==> src/rtl/bin2bcd_seq.sv <==
// Sequential binary-to-BCD converter using double dabble, one bit per clock.
// Results are held until the next conversion completes.
module bin2bcd_seq #(
    parameter int unsigned BIN_W  = 16,
    parameter int unsigned DIGITS = 5
) (
    input  logic                  clk,
    input  logic                  rst_n,
    input  logic                  start,
    input  logic [BIN_W-1:0]      bin,
    output logic                  busy,
    output logic                  done,
    output logic [4*DIGITS-1:0]   bcd,
    output logic                  ovf
);

    localparam int unsigned BCD_W = 4 * DIGITS;
    localparam int unsigned CNT_W = $clog2(BIN_W + 1);

    typedef enum logic {StIdle, StConv} state_t;

    state_t               state_q;
    logic [BIN_W-1:0]     sr_q;
    logic [BCD_W-1:0]     work_q;
    logic                 flag_q;
    logic [CNT_W-1:0]     cnt_q;

    logic [BCD_W-1:0]       work_adj;
    logic [BCD_W+BIN_W:0]   shifted;
    logic                   carry;
    logic [BCD_W-1:0]       work_nxt;
    logic [BIN_W-1:0]       sr_nxt;

    // One double-dabble step: correct digits >= 5, then shift operand MSB into digit 0.
    always_comb begin
        work_adj = work_q;
        for (int i = 0; i < int'(DIGITS); i++) begin
            if (work_q[4*i +: 4] >= 4'd5) begin
                work_adj[4*i +: 4] = work_q[4*i +: 4] + 4'd3;
            end
        end
        shifted = {work_adj, sr_q, 1'b0};
    end

    assign carry    = shifted[BCD_W+BIN_W];
    assign work_nxt = shifted[BCD_W+BIN_W-1:BIN_W];
    assign sr_nxt   = shifted[BIN_W-1:0];

    always_ff @(posedge clk or negedge rst_n) begin
        if (!rst_n) begin
            state_q <= StIdle;
            sr_q    <= '0;
            work_q  <= '0;
            flag_q  <= 1'b0;
            cnt_q   <= '0;
            busy    <= 1'b0;
            done    <= 1'b0;
            bcd     <= '0;
            ovf     <= 1'b0;
        end else begin
            done <= 1'b0;
            case (state_q)
                StIdle: begin
                    if (start) begin
                        sr_q    <= bin;
                        work_q  <= '0;
                        flag_q  <= 1'b0;
                        cnt_q   <= CNT_W'(BIN_W);
                        state_q <= StConv;
                        busy    <= 1'b1;
                    end
                end
                StConv: begin
                    sr_q   <= sr_nxt;
                    work_q <= work_nxt;
                    flag_q <= flag_q | carry;
                    cnt_q  <= cnt_q - CNT_W'(1);
                    if (cnt_q == CNT_W'(1)) begin
                        state_q <= StIdle;
                        busy    <= 1'b0;
                        done    <= 1'b1;
                        bcd     <= work_nxt;
                        ovf     <= flag_q | carry;
                    end
                end
                default: state_q <= StIdle;
            endcase
        end
    end

endmodule

==> config.mk <==
export PLATFORM = sky130hd
export DESIGN_NAME = bin2bcd_seq
export DESIGN_NICKNAME = d
export VERILOG_FILES = /design/src/rtl/bin2bcd_seq.sv
export SDC_FILE = /design/constraint.sdc
export NUM_CORES = 1
export LEC_CHECK = 0
export BUFFER_PORTS_ARGS = -buffer_cell sky130_fd_sc_hd__buf_4
export CAP_MARGIN = 10
export CORE_MARGIN = 2
export CORE_UTILIZATION = 57
export CTS_CLUSTER_DIAMETER = 100
export DETAILED_ROUTE_END_ITERATION = 16
export PLACE_DENSITY = 0.77
export SLEW_MARGIN = 20
export SYNTH_ARGS = -nofsm -noshare
export SYNTH_HDL_FRONTEND = slang
export SYNTH_SLANG_ARGS = --single-unit
export TNS_END_PERCENT = 30
==> constraint.sdc <==
create_clock -name clk -period 3.95 [get_ports clk]
set_input_delay 0.395 -clock clk [delete_from_list [all_inputs] [get_ports clk]]
set_output_delay 0.395 -clock clk [all_outputs]
set_load 0.02 [all_outputs]
== Yosys cells after proc, flatten, opt, wreduce, memory -nomap -nowiden ==
Index checks and enable logic that the tools add are counted.

* Add/sub/neg operators: 6
* Order comparisons: 5
* Equality and inequality tests: 3
* Muxes and demuxes: 21
* Bitwise gates (word level): 2
* Reduce and logical (&&, ||, !) cells: 2

{| class="wikitable"
|+ Operators with widths
! operator !! number
|-
| 20-bit case mux with 2 select lines || 1
|-
| 16-bit case mux with 2 select lines || 1
|-
| 4-bit by 2-bit adder with 4-bit output, second input constant || 5
|-
| 4-bit by 3-bit >= comparator with 1-bit output, second input constant || 5
|-
| 20-bit two-way mux || 1
|-
| 4-bit two-way mux || 5
|-
| 16-bit two-way mux || 1
|-
| 5-bit case mux with 2 select lines || 1
|-
| 1-bit two-way mux || 7
|-
| 1-bit case mux with 2 select lines || 3
|-
| 5-bit by 1-bit == test with 1-bit output, second input constant || 1
|-
| 5-bit two-way mux || 1
|-
| 5-bit by 1-bit subtractor with 5-bit output, second input constant || 1
|-
| 2-bit AND reduction || 2
|-
| 2-bit by 1-bit != test with 1-bit output, second input constant || 1
|-
| 2-bit != test, second input constant || 1
|-
| 1-bit NOT || 1
|-
| 1-bit OR || 1
|}

* Flip-flop bits (word level): 66
* Input bits: 19

== Logic depth before layout (Yosys ltp) ==
Gate-level depths: netlist of run 1.

* Word-level depth: 4
* Depth in mapped cells: 6

== Worst setup path after synthesis of run 1 ==
OpenSTA, ideal clock, no wires.

* Kind: reg2reg
* Start point: register cnt_q[3]
* End point: register bcd[10]
* Setup time: 0.125 ns
* Data arrival time: 1.455 ns
* Data required time: 3.825 ns
* Path slack: 2.370 ns
* Stages on the path, launching flop included: 5
* Clock period less this slack: 1.580 ns
* Path through: dfrtp_1 -> nand2b_1 -> nor4b_4 -> buf_6 -> mux2_2

* Longest elaborated chain between the ends: 2

{| class="wikitable"
|+ RTL lines
! item !! line !! text
|-
| from (decl) || 26 || <nowiki>logic [CNT_W-1:0] cnt_q;</nowiki>
|-
| from (signal assigned) || 68 || <nowiki>cnt_q <= CNT_W'(BIN_W);</nowiki>
|-
| from (signal assigned) || 77 || <nowiki>cnt_q <= cnt_q - CNT_W'(1);</nowiki>
|-
| 5-bit by 1-bit == test with 1-bit output || 78 || <nowiki>if (cnt_q == CNT_W'(1)) begin</nowiki>
|-
| 2-bit AND reduction (no source line) || - ||
|-
| to (signal assigned) || 82 || <nowiki>bcd <= work_nxt;</nowiki>
|-
| to (decl) || 13 || <nowiki>output logic [4*DIGITS-1:0] bcd,</nowiki>
|}

No other way between the ends.
A chain may end at the register's enable or synchronous reset.

== Final worst setup path of run 1 ==
* Start point: register state_q
* End point: register bcd[10]

* Longest elaborated chain between the ends: 1

{| class="wikitable"
|+ RTL lines
! item !! line !! text
|-
| from (decl) || 22 || <nowiki>state_t state_q;</nowiki>
|-
| from (signal assigned) || 51 || <nowiki>state_q <= StIdle;</nowiki>
|-
| from (signal assigned) || 69 || <nowiki>state_q <= StConv;</nowiki>
|-
| from (signal assigned) || 79 || <nowiki>state_q <= StIdle;</nowiki>
|-
| 2-bit AND reduction (no source line) || - ||
|}

No other way between the ends.

==> metrics.yaml, run 1 <==
global_route:
  grt_pass1_vias: 2277
  grt_pass1_wl_um: 10200
  grt_usage_pct: 21.2
  use_met3_pct: 4.25
  grt_most_used_layer: "met2"
  grtUsageMet1_pct: 27.0
  gr-usage-met2_pct: 34.9
  overflow: 0
  antenna_found_initial: 0
  grt_max_degree: 67
timing:
  timing.final.ws_setup_ns: 1.93
  report.final.slew_viol_count: 0
  slew_headroom_pct: 45.5
  finalSetupTns_ns: 0
  finalSetupViolations: 0
  final-hold-violation-count: 0
  skew_ns: 0.0108
  max_freq_mhz: 495
  worst_pin_slew_ns: 0.818
  post-route-period-util_pct: 51.2
  rsz0062_at_grt: "no"
  final.min_clock_period_ns: 2.02
  hold_ws_ns: 0.151
worst_setup_path:
  cp-end-kind: "flip-flop"
  timing.rr.start: "state_q$_DFF_PN0_"
  worstSetupStartpoint: "state_q$_DFF_PN0_"
  crit_type: "flip-flop to flip-flop"
  crit_fanout: 34
  rrSetupSlack_ns: 1.93
  start_kind: "flip-flop"
  cp.required_ns: 4.17
  worstPathArrival_ns: 2.24
route:
  routed-via-count: 2230
  drtPass1Iterations: 4
  drtIter0Drc: 73
  ant_nets: 0
  drcViolationCount: 0
  via_per_inst: 5.43
  routed_wirelength_um: 5620
  post_drt_wl_per_cell_um: 13.7
place:
  dp_slack_ns: 1.95
  dp.final_hpwl_um: 3580
  port_buffers: 41
  routabilityCongestion: 0.801
  place_area_sq_um: 3500
logic_synthesis:
  syn-instance-count: 294
  syn-num-nets: 325
  syn_area_sq_um: 3170
  yosys_warnings: 0
  avgSynthCellArea_sq_um: 10.8
  ys_async_sr_fraction_pct: 100
  yosys_register_bits: 66
  synth_edf_count: 0
  yosysUniqueCellTypes: 28
  synthFlopType: "dfrtp_1"
  yosysSeqAreaShare_pct: 52.2
cells_and_area:
  nFillCells: 433
  diodes: 0
  syn_to_final_growth_pct: 15.8
  nets: 365
  drive_above_1_share_pct: 20.6
  design_area_sq_um: 3670
floorplan:
  die_h_um: 78.5
  rows: 27
  start_util_pct: 58.2
  die_area_sq_um: 6170
  die_w_um: 78.5
  coreArea_sq_um: 5440
  io_pins: 42
clocking:
  htree_levels: 3
  cts_resized: 0
  ctsHoldBuffers: 0
  cts.sinks: 66
  cts_setup_buffers: 0
  root_buffer: "clkbuf_8"
  clk_latency_ns: 0.34
  clkTransAtPathRegs_ns: 0.07
  cts_tree: "yes"
  cts_buffer_depth: 2
  cts-buffers-inserted: 9
job:
  drv_cap: 0
power:
  pwr_density_cell_nw_per_um2: 849
  ir_worst_vdd_mv: 0.432
  power_leakage_uw: 0.00180
  p_total_uw: 3110
run_status:
  outcome: "finished, final reports clean"
hold_path:
  min_path_type: "input port to async pin"
-- per-layer routing --
metal,up-vias,part of all wire (%)
met5,-,0
met4,0,2.2
met3,11,2.9
met2,37,48
met1,1085,47
li1,1097,-
-- flip-flops by register name, summed over array words and instances (netlist names) --
signal,cells
done,1
busy,1
cnt_q,5
sr_q,16
state_q,1
work_q,20
ovf,1
flag_q,1
bcd,20
-- cell usage after synthesis (all sizes together) (8+ instances only) --
cell	instances	share of area, %
a21o	12	2.8
a21oi	21	3.3
buf	10	1.9
dfrtp	66	52
ha	12	4.7
inv	15	1.8
mux2	12	4.3
mux2i	27	8.5
nand2	30	3.6
nand2b	8	1.6
nor2	18	2.1
nor3b	11	2.6
o21ai	21	3.3
-- area by class of cell --
class                      instances  area [sq um]  share of cell area (%)
multi-input combinational        199          1380                    37.7
tap                               72          90.1                    2.46
clock inverter                     3          15.0                   0.409
inverter                          15          56.3                    1.53
sequential                        66          1650                    45.1
timing repair buffer              43           323                    8.80
clock buffer                      13           149                    4.06
-- cells in the final DEF (no fill, tap or decap), types with 8 or more instances in the layout --
cell type	instances
o21ai_0	21
nor2_1	18
nand2b_1	8
clkbuf_8	10
mux2_2	12
nand2_1	30
dfrtp_1	65
buf_4	43
mux2i_1	27
a21oi_1	21
inv_1	15
nor3b_1	11
a21o_1	12
ha_1	12
-- power breakdown --
group	internal [uW]	switching, uW
Clock	242	238
Sequential	987	250
Combinational	680	716
Total	1910	1200
-- worst max-delay path, stage by stage, from the launching register on --
cell and delay [ns]:
dfrtp_2 0.70, nand2b_1 0.19, nor4b_4 0.23, buf_4 0.39, mux2_2 0.39
-- stage by stage --
step	util, %	instances
3_5_place_dp	64.4	395
2_1_floorplan	-	294
6_report	67.4	411
4_1_cts	67.4	411
3_3_place_gp	64.4	395
5_1_grt	67.4	411
-- final timing paths --
check / to / cells past startpoint
worst max-delay path: bcd[10]$_DFFE_PN0P_ / 4
worst min-delay path: sr_q[2]$_DFFE_PN0P_ / 1
worst max register to register: bcd[10]$_DFFE_PN0P_ / 4
worst min register to register: sr_q[2]$_DFFE_PN0P_ / 2
max in group asynchronous: state_q$_DFF_PN0_ / 1
min in group clk: sr_q[0]$_DFFE_PN0P_ / 3
-- logic make-up after synthesis --
family / count (synthesis) / synth area share [%]
buffers and inverters: 29 / 4.19
and+or+nand+nor: 75 / 11.8
xor gates and xnor gates: 7 / 1.94
DFF: 66 / 52.2
muxes: 39 / 12.8
AOI/OAI and AO/OA: 66 / 12.4
adders and majority gates: 12 / 4.74
(Power assumes the default switching activity.)
==> run 2: changes to the inputs <==
==> constraint.sdc (replaced) <==
create_clock -name clk -period 1.9 [get_ports clk]
set_input_delay 0.19 -clock clk [delete_from_list [all_inputs] [get_ports clk]]
set_output_delay 0.19 -clock clk [all_outputs]
set_load 0.02 [all_outputs]
==> metrics.yaml, run 2 (synthesis gave the netlist of run 1 again) <==
cells_and_area:
  drive_above_1_share_pct: 22.4  # +1.7 points
  diodes: 0  # unchanged
  final_cell_mix: "dfrtp_1, buf_4, nand2_1"
  reg_top3: "bcd x20, work_q x20, sr_q x16"
  syn_to_final_growth_pct: 19.2
  nets: 370  # +1.4%
  final_common_cell: "dfrtp_1"
  utilization_pct: 69.4  # +1.9 points
  final_cells: 416  # +1.2%
clocking:
  root_buffer: "clkbuf_8"
  cts_tree: "yes"
  clk_latency_ns: 0.34  # about the same
  cts.sinks: 66  # unchanged
  cts_buffer_depth: 2  # unchanged
  cts_resized: 0  # unchanged
  cts-buffers-inserted: 9  # unchanged
  htree_levels: 3  # unchanged
  ctsHoldBuffers: 1  # +1
  cts_setup_buffers: 0  # unchanged
  clkTransAtPathRegs_ns: 0.07  # about the same
worst_setup_path:
  worstPathArrival_ns: 1.83  # -0.41 ns
  max_stage_delay_ns: 0.38  # -0.32 ns
  crit_family: "multiplexers"
  cp-end-kind: "flip-flop"
  rrSetupSlack_ns: 0.29  # -1.64 ns
  cp.required_ns: 2.12  # -2.05 ns
  path_cells: "inv_1, ha_1, nand2b_1, a21oi_1, mux2i_1, mux2_2"
  crit_fanout: 4  # -88%
  cp_slowest_cell: "dfrtp_1"
  crit_type: "flip-flop to flip-flop"
  start_kind: "flip-flop"
  path_buf_inv: 1  # unchanged
timing:
  skew_ns: 0.00788  # -0.00297 ns
  max_freq_mhz: 622  # +26%
  finalSetupTns_ns: 0  # unchanged
  final-hold-violation-count: 0  # unchanged
  slew_headroom_pct: 62.6  # +17 points
  report.final.slew_viol_count: 0  # unchanged
  finalSetupViolations: 0  # unchanged
  post-route-period-util_pct: 84.6  # +33 points
  final.min_clock_period_ns: 1.61  # -0.415 ns
  rsz0062_at_grt: "no"
  hold_ws_ns: 0.0996  # -0.0513 ns
  worst_pin_slew_ns: 0.559  # -0.259 ns
global_route:
  grt_max_degree: 44  # -34%
  overflow: 0  # unchanged
  antenna_found_initial: 0  # unchanged
  grt_pass1_wl_um: 9770  # -4.2%
  grt_usage_pct: 20.4  # -0.78 points
  grt_pass1_vias: 2200  # -3.4%
route:
  via_per_inst: 5.48  # +0.92%
  routed_wirelength_um: 5660  # +0.66%
  routed-via-count: 2278  # +2.2%
  drtPass1Iterations: 4  # unchanged
  drtIter0Drc: 147  # +100%
  post_drt_wl_per_cell_um: 13.6  # -0.55%
  ant_nets: 0  # unchanged
  drcViolationCount: 0  # unchanged
power:
  p_total_uw: 6710  # +120%
  pwr_density_cell_nw_per_um2: 1780  # +110%
  ir_worst_vdd_mv: 1.15  # +170%
  power_leakage_uw: 0.00185  # +2.7%
hold_path:
  min_path_type: "input port to flip-flop"
floorplan:
  start_util_pct: 58.2  # unchanged
  coreArea_sq_um: 5440  # unchanged
  io_pins: 42  # unchanged
  die_w_um: 78.5  # unchanged
  rows: 27  # unchanged
  die_h_um: 78.5  # unchanged
  die_area_sq_um: 6170  # unchanged
place:
  routabilityCongestion: 0.803  # +0.26%
  dp.final_hpwl_um: 3920  # +9.6%
  dpl.cell_count: 399  # +1.0%
  port_buffers: 41  # unchanged
run_status:
  outcome: "finished, final reports clean"
job:
  drv_cap: 0  # unchanged
-- run 2: cell count changes in the layout (fill, tap and decap cells not counted), sizes merged --
cell,previous run,this run
clkinvlp,0,1
dlygate4sd3,0,1
clkbuf,13,11
buf,43,47
bufinv,0,1
-- run 2: area by class of cell --
class                   count  area, sq um
clock buffers              11          151
flip-flops and latches     66         1650
repair buffers             48          388
clock inverters             5         52.6
inverters                  15         56.3
well taps                  72         90.1
fillers                   427         1670
multi-input cells         199         1380
-- run 2: worst paths after layout --
path                                            start                     end  depth (start not counted)
min in group asynchronous                       rst_n  work_q[16]$_DFFE_PN0P_                          2
worst min register to register   sr_q[13]$_DFFE_PN0P_    sr_q[14]$_DFFE_PN0P_                          2
max in group asynchronous                       rst_n   work_q[2]$_DFFE_PN0P_                          3
worst min-delay path                           bin[0]     sr_q[0]$_DFFE_PN0P_                          3
worst max-delay path            work_q[9]$_DFFE_PN0P_     bcd[10]$_DFFE_PN0P_                          6
worst max register to register  work_q[9]$_DFFE_PN0P_     bcd[10]$_DFFE_PN0P_                          6
-- run 2: worst min-delay path: stages --
cell	delay [ns]
buf_4	0.08
mux2i_1	0.05
nor2_1	0.08
-- run 2: report_power, final --
part	internal [uW]	switching, uW
clock	670	516
sequential	2050	461
combinational	1440	1570
-- run 2: routing by layer --
layer / track usage, % / vias up / wire length [um] / part of all wire, %
met5: 0 / - / 0 / 0
met4: 9.30 / 0 / 123 / 2.2
met3: 5.17 / 10 / 265 / 4.7
met2: 33.8 / 47 / 2760 / 49
met1: 25.2 / 1109 / 2510 / 44
li1: - / 1112 / - / -
-- run 2: metrics by stage --
stage	setup slack [ns]	cell area, sq um
after global placement	0.341	3560
after global routing	0.143	3770
final	0.293	3770
after floorplan	0.320	3170
after detailed placement	0.291	3560
after CTS	0.275	3770
==> run 3: changes to the inputs <==
==> constraint.sdc (replaced) <==
create_clock -name clk -period 1.5 [get_ports clk]
set_input_delay 0.15 -clock clk [delete_from_list [all_inputs] [get_ports clk]]
set_output_delay 0.15 -clock clk [all_outputs]
set_load 0.02 [all_outputs]
==> metrics.yaml, run 3 (synthesis gave the netlist of run 1 again) <==
global_route:
  overflow: 0  # unchanged
  grt_pass1_wl_um: 11000  # +12%
  antenna_found_initial: 0  # unchanged
  grt_max_degree: 63  # +43%
  grt_pass1_vias: 2325  # +5.7%
  grt_usage_pct: 23.2  # +2.7 points
run_status:
  violations: "negative setup slack"
  outcome: "finished, violations left"
route:
  routed-via-count: 2320  # +1.8%
  drtPass1Iterations: 4  # unchanged
  drcViolationCount: 0  # unchanged
  via_per_inst: 5.25  # -4.1%
  drtIter0Drc: 106  # -28%
  post_drt_wl_per_cell_um: 14.4  # +5.6%
  ant_nets: 0  # unchanged
  routed_wirelength_um: 6350  # +12%
power:
  power_leakage_uw: 0.00200  # +8.2%
  ir_worst_vdd_mv: 1.07  # -7.0%
  pwr_density_cell_nw_per_um2: 2240  # +26%
hold_path:
  min_path_cells: 3  # unchanged
  min_path_type: "input port to flip-flop"
  whs_endpoint: "sr_q[0]$_DFFE_PN0P_"
  min_from: "bin[0]"
place:
  dpl.cell_count: 420  # +5.3%
  dp.final_hpwl_um: 4110  # +4.7%
  port_buffers: 41  # unchanged
  routabilityCongestion: 0.820  # +2.1%
  place_area_sq_um: 3750  # +5.3%
clocking:
  htree_levels: 3  # unchanged
  clk_latency_ns: 0.33  # about the same
  root_buffer: "clkbuf_8"
  cts.sinks: 66  # unchanged
  cts_buffer_depth: 2  # unchanged
  cts-buffers-inserted: 9  # unchanged
  clkTransAtPathRegs_ns: 0.07  # about the same
  cts_tree: "yes"
worst_setup_path:
  max_stage_delay_ns: 0.38  # about the same
  cp_common_cell: "buf_4"
  cp-end-kind: "flip-flop"
  crit_fanout: 4  # unchanged
  crit_type: "flip-flop to flip-flop"
  r2r-end: "bcd[17]$_DFFE_PN0P_"
  worstPathArrival_ns: 1.77  # -0.06 ns
  cp.required_ns: 1.72  # -0.40 ns
  cp_slowest_cell: "dfrtp_1"
  path_cells: "nand2b_4, nor4b_4, buf_4, buf_4, mux2_2"
  r2r_cells: 5  # -1
  rrSetupSlack_ns: -0.05  # -0.34 ns
  start_kind: "flip-flop"
  timing.rr.start: "cnt_q[3]$_DFFE_PN0P_"
floorplan:
  io_pins: 42  # unchanged
  die_w_um: 78.5  # unchanged
  coreArea_sq_um: 5440  # unchanged
  die_area_sq_um: 6170  # unchanged
  start_util_pct: 58.2  # unchanged
  die_h_um: 78.5  # unchanged
  rows: 27  # unchanged
timing:
  timing.final.ws_setup_ns: -0.0504  # -0.343 ns
  rsz0062_at_grt: "yes"
  final.min_clock_period_ns: 1.55  # -0.0566 ns
  hold_ws_ns: 0.0664  # -0.0332 ns
  final-hold-violation-count: 0  # unchanged
  worst_pin_slew_ns: 0.544  # -0.0155 ns
  max_freq_mhz: 645  # +3.7%
  skew_ns: 0.00795  # +0.0000756 ns
  finalSetupViolations: 11  # +11
  report.final.slew_viol_count: 0  # unchanged
  finalSetupTns_ns: -0.347  # -0.347 ns
  post-route-period-util_pct: 103  # +19 points
  slew_headroom_pct: 63.7  # +1.2 points
cells_and_area:
  nets: 396  # +7.0%
  reg_top3: "bcd x20, work_q x20, sr_q x16"
  final_common_cell: "buf_4"
  utilization_pct: 74.7  # +5.3 points
  design_area_sq_um: 4060  # +7.7%
  syn_to_final_growth_pct: 28.3
  diodes: 0  # unchanged
  final_cells: 442  # +6.3%
  drive_above_1_share_pct: 32.7  # +10 points
  final_cell_mix: "buf_4, dfrtp_1, nand2_1"
job:
  drv_cap: 0  # unchanged
run 3: cell type report:
| type | instances | area [sq um] |
|---|---|---|
| tap | 72 | 90.1 |
| clock buffer | 13 | 149 |
| fill | 372 | 1380 |
| clock inverter | 3 | 15.0 |
| inverter | 15 | 56.3 |
| timing repair buffer | 74 | 611 |
| multi-input combinational | 199 | 1490 |
| sequential | 66 | 1650 |
run 3: worst max-delay path, delay by kind of cell (launching register included):
kind,cells,cell delay (ns)
multiplexers,1,0.33
AND/OR/NAND/NOR,2,0.39
flip-flops,1,0.38
buffers and inverters,2,0.33
run 3: worst max path at each step:
stage / startpoint / to / slack [ns] / depth (start not counted)
3_5_place_dp: cnt_q[3]$_DFFE_PN0P_ / bcd[1]$_DFFE_PN0P_ / -0.06 / 4
4_1_cts: cnt_q[3]$_DFFE_PN0P_ / bcd[2]$_DFFE_PN0P_ / -0.05 / 5
2_1_floorplan: cnt_q[3]$_DFFE_PN0P_ / bcd[10]$_DFFE_PN0P_ / -0.07 / 4
3_3_place_gp: cnt_q[1]$_DFFE_PN0P_ / bcd[1]$_DFFE_PN0P_ / -0.03 / 5
6_report: cnt_q[3]$_DFFE_PN0P_ / bcd[17]$_DFFE_PN0P_ / -0.05 / 5
5_1_grt: cnt_q[3]$_DFFE_PN0P_ / bcd[17]$_DFFE_PN0P_ / -0.12 / 5
run 3: per-layer routing:
| layer | global-route usage, % | vias up | part of all wire (%) |
|---|---|---|---|
| li1 | - | 1162 | - |
| met1 | 28.1 | 1119 | 45 |
| met2 | 39.7 | 34 | 51 |
| met3 | 6.32 | 5 | 3.7 |
| met4 | 8.07 | 0 | 0.87 |
| met5 | 0 | - | 0 |
run 3: through the flow:
stage | total power, uW | worst slack, ns
6_report | 9120 | -0.0504
5_1_grt | 9840 | -0.124
2_1_floorplan | 6020 | -0.0730
3_5_place_dp | 7470 | -0.0554
3_3_place_gp | 7310 | -0.0328
4_1_cts | 8950 | -0.0492
run 3: timing repair:
item	CTS	global route
endpoints found under the setup margin	19	29
gates cloned	1	0
pin swaps	1	7
endpoints found under the hold margin	39	0
hold buffers	1	0
gates resized for setup	12	22
setup buffers	3	1
run 3: power breakdown:
| part | switching (uW) | internal, uW | total, uW |
|---|---|---|---|
| logic | 2240 | 2370 | 4610 |
| clock network | 643 | 639 | 1280 |
| registers | 629 | 2600 | 3230 |
